$ cat src/rtl/writeback_64.sv
// writeback_64: Y86-64 SEQ register file and write-back stage with status tracking
// and a retired-instruction counter.
module writeback_64 #(
  parameter int          NREG     = 15,
  parameter logic [3:0]  RNONE    = 4'hF,
  parameter logic [3:0]  RSP_ID   = 4'd4,
  parameter logic [63:0] RSP_INIT = 64'd0
) (
  input  logic                 clk,
  input  logic                 rst,
  input  logic [3:0]           icode,
  input  logic                 cnd,
  input  logic [3:0]           rA,
  input  logic [3:0]           rB,
  input  logic [63:0]          valE,
  input  logic [63:0]          valM,
  input  logic                 mem_error,
  output logic [64*NREG-1:0]   reg_file,
  output logic [3:0]           dstE,
  output logic [3:0]           dstM,
  output logic [2:0]           stat,
  output logic [63:0]          retired
);
  localparam logic [2:0] AOK = 3'd1, HLT = 3'd2, ADR = 3'd3, INS = 3'd4;
  logic [63:0] r [NREG];
  logic        commit;
  always_comb begin
    dstE = (icode == 4'd2) ? (cnd ? rB : RNONE) :
           (icode == 4'd3 || icode == 4'd6) ? rB :
           (icode >= 4'd8 && icode <= 4'd11) ? RSP_ID : RNONE;
    dstM = (icode == 4'd5 || icode == 4'd11) ? rA : RNONE;
    commit = stat == AOK && !mem_error && icode <= 4'd11 && icode != 4'd0;
  end
  // valM is checked first so it wins when both ports target the same register
  always_ff @(posedge clk) begin
    if (rst) begin
      for (int i = 0; i < NREG; i++) r[i] <= (4'(i) == RSP_ID) ? RSP_INIT : 64'd0;
      stat <= AOK;
      retired <= 64'd0;
    end else if (commit) begin
      for (int i = 0; i < NREG; i++)
        if (dstM == 4'(i)) r[i] <= valM;
        else if (dstE == 4'(i)) r[i] <= valE;
      retired <= retired + 64'd1;
    end else if (stat == AOK) begin
      stat <= mem_error ? ADR : (icode > 4'd11) ? INS : HLT;
    end
  end
  for (genvar g = 0; g < NREG; g++) begin : g_flat
    assign reg_file[64*g +: 64] = r[g];
  end
endmodule

$ cat config.mk
export PLATFORM = sky130hd
export DESIGN_NAME = writeback_64
export DESIGN_NICKNAME = d
export VERILOG_FILES = /design/src/rtl/writeback_64.sv
export SDC_FILE = /design/constraint.sdc
export NUM_CORES = 2
export LEC_CHECK = 0
export BUFFER_PORTS_ARGS = -buffer_cell sky130_fd_sc_hd__buf_2
export CAP_MARGIN = 10
export CORE_AREA = 8 8 453 455
export CTS_BUF_LIST = sky130_fd_sc_hd__clkbuf_8 sky130_fd_sc_hd__clkbuf_16
export CTS_CLUSTER_SIZE = 8
export DETAILED_ROUTE_END_ITERATION = 8
export DIE_AREA = 0 0 461 463
export SYNTH_ARGS = -nofsm -noshare
export SYNTH_HDL_FRONTEND = slang
export SYNTH_SLANG_ARGS = --single-unit
$ cat constraint.sdc
create_clock -name clk -period 7.1 [get_ports clk]
set_clock_uncertainty 0.05 [all_clocks]
set_input_delay 1.775 -clock clk [delete_from_list [all_inputs] [get_ports clk]]
set_output_delay 1.775 -clock clk [all_outputs]
set_load 0.02 [all_outputs]
==> summary.md <==
| Metric | Value |
|---|---|
| Status | complete, no violations |
| FF-to-FF Start | stat[0] |
| Setup violations, final | 0 |
| DRT Pass-1 Iters | 5 |
| Global-route wire length before repair | approximately 320000 µm |
| Syn avg cell area | 15.3 µm² |
| Slowest CP cell | a21boi_1 |
| Final Cell Area | 56600 µm² |
| Syn Std Cell Area | about 44000 µm² |
| Reg2Reg Depth | 7 |
| Drt wl/cell | around 37 µm |
| DP Wirelength | ~170000 µm |
| Register area | a little over 30000 µm² |
| PostCTS Resize Cnt | 0 |
| Max Transition Viols Final | 0 |
| Die footprint | between 200000 and 250000 µm² |
| Number of max-cap violations | 0 |
| Sequential area share after synthesis | between 60 and 70% |
| Leak | ~22 nW |
| Worst Setup Start Kind | primary input |
| Worst-Margin Slew | ~1400 ps |
| Max-slew headroom | 5.46% |
| Pwr Density | between 200 and 300 nW/µm² |
| Worst hold start | retired[63] |
| Post-synth ARST share | 0% |
| Ports | 1179 |
| Crit-path max cell delay | 840 ps |
| Worst vdd ir | 0.000200 V |
| Number of remaining DRC errors | 0 |
| Clock Latency Late Sink | about 800 ps |
| Minimum clock period | ~5500 ps |
| Synthesized flop and latch total | between 1000 and 1500 |
| CP Cell Sequence | buf_2, or3b_1, a21boi_1, nand2b_1, buf_2 |
| Hold Vio Cnt, Final | 0 |
| Initial Util | a little over a fifth |
| DRT Wirelength | about 250000 µm |
| RSZ-0062 raised after global routing | false |
| Max Freq | around 180 MHz |
| Most common cell on crit path | buf_2 |
| Core footprint | slightly below 200000 µm² |
| Worst setup EP type | primary output |
| Hold endpoint | retired[63] |
| Hold Slack | around 430 ps |
| Largest family of logic cells by synthesized area | compound AO/OA/AOI/OAI gates |
| Crit Path Max Fanout | 12 |
| Adder-cell share of the synthesized area | less than 1% |
| Cell variety after synth | 53 |
| Antenna violations before repair | 28 |
| Final setup TNS | 0 ps |
| Vias per inst | 5.16 |
| Mapped Cells | 2849 |
| Final worst path period share | 76.9% |
| Flop2flop setup slack | about 2800 ps |
| Final GP Congestion | around 0.89 |
| Total Power | about 0.015 W |
| # clock sinks | roughly 1000 |
| Via count | 34100 |
| Filler cells | ~20000 |
| Layout cells sized above 1 | 37.3% |
| Final #Nets | about 4100 |
| Vias in the first global route | 34100 |
| Grt ovf | 0 |
| Die Y | about 460 µm |
| CTS tree | yes |
| Clk root buf | clkbuf_16 |
| Synth Area in Simple Gates | around 5.2% |
| Row cnt | roughly 160 |
| CTS buffer count | 151 |
| Tot GR Track Use | a little over a fifth |
| Area Overhead vs Synth | 29.9% |
| Post-synthesis mux area share | 7.35% |
| Main flop type after synthesis | edfxtp_1 |
| Clock edge transition at the registers on the reported setup and hold paths | 50 ps |
| Arrival @ worst endpoint | between 3000 and 4000 ps |
| Synth Area in Compound Gates | about 14% |
| CTS Hold Buffers Added | 0 |
| FF-to-FF End | r[0][104] |
| Ys Warns | 0 |
| Drt first-iter violations | between 4000 and 5000 |
| XOR/XNOR Fraction of Synth Area | less than 1% |
| Crit Path Category | primary input to primary output |
| Worst hold path type | flop to flop |
| CTS max path bufs | 3 |
| Hold path depth | 2 |
| H-tree Lvls | 4 |
| Finished Core Util | between 20 and 30% |
| Post-synth EDFFs | 960 |
| Post-DRT Antenna Nets | 0 |
| Syn Nets | between 2000 and 3000 |
| Chip Width | 461 µm |
| DP Area | about 52000 µm² |
| Post-CTS Setup Inserts | 0 |
| IO buf count | between 1000 and 1500 |
| Multi-input logic area | approximately 12000 µm² |
| Most frequent cells in the layout | buf_2, edfxtp_1, a22o_1, mux2i_1, clkbuf_16 |
| Largest net degree at the start of global routing | 84 |
| Commonest non-fill, non-tap cell in the layout | buf_2 |
| CP required | roughly 5300 ps |
-- synth_stat cells, drive strengths merged, types with 14 or more instances --
cell / n / area [µm²]
a21oi: 38 / 190
a22o: 640 / 5610
buf: 119 / 636
clkbuf: 223 / 837
dfxtp: 67 / 1340
edfxtp: 960 / 28800
mux2i: 320 / 3200
nand2: 28 / 105
nand2b: 134 / 838
nand3: 26 / 130
nand4: 27 / 175
nor2: 60 / 230
nor3: 19 / 95.1
nor4: 14 / 100
o21ai: 14 / 70.1
o31ai: 17 / 128
or3: 27 / 174
or4: 20 / 154
xnor2: 23 / 201
-- sequential cells by signal (all words and copies together) (netlist names) --
signal / count
r: 960
retired: 64
stat: 3
-- per-stage QoR --
step           std cells  setup slack [ps]
5_1_grt             6613              1530
4_1_cts             6610              1660
6_report            6619              1640
3_5_place_dp        6413              1200
2_1_floorplan       2849              1610
3_3_place_gp        6413              1210
-- critical path: cells and delay by family --
| family | cells | cell delay, ps |
|---|---|---|
| buf+inv | 2 | 400 |
| simple gates | 2 | 610 |
| compound gates | 1 | 840 |
-- report_power, final --
group          switching (W)  internal, W
Clock                0.00291      0.00389
Combinational        0.00124     0.000321
Sequential          0.000127      0.00692
Total                0.00427       0.0111
-- routing by layer --
metal | global-route usage, % | vias to the layer above | wire [µm]
li1 | - | 13400 | -
met1 | 26.4 | 17400 | 92600
met2 | 34.2 | 2776 | 110000
met3 | 8.29 | 589 | 29900
met4 | 10.7 | 16 | 14000
met5 | 0 | - | 105
-- logic make-up after synthesis --
logic type,Yosys count
AO/OA/AOI/OAI,726
XOR/XNOR,32
adder cells (fa/ha/maj),1
buffers and inverters,352
flip-flops,1027
multiplexers,320
AND/OR/NAND/NOR,391
-- how the worst max path moves through the flow --
stage	start	end	slack (ps)	depth (start not counted)
finish	icode[2]	dstM[0]	1640	5
global placement	icode[3]	r[0][203]	1210	8
CTS	icode[2]	dstM[0]	1660	5
global route	icode[2]	dstM[1]	1530	5
detailed placement	icode[2]	r[0][199]	1200	8
floorplan	icode[2]	r[1][256]	1610	8
-- cell type report --
class,instances,share of cell area (%)
repair buffers,1251,11.6
well taps,2656,5.87
multi-input cells,1470,21.5
diodes,8,0.0354
clock buffers,152,6.72
inverters,10,0.0663
clock inverters,45,0.924
flip-flops and latches,1027,53.3
Power figures use the tool's default switching activity.
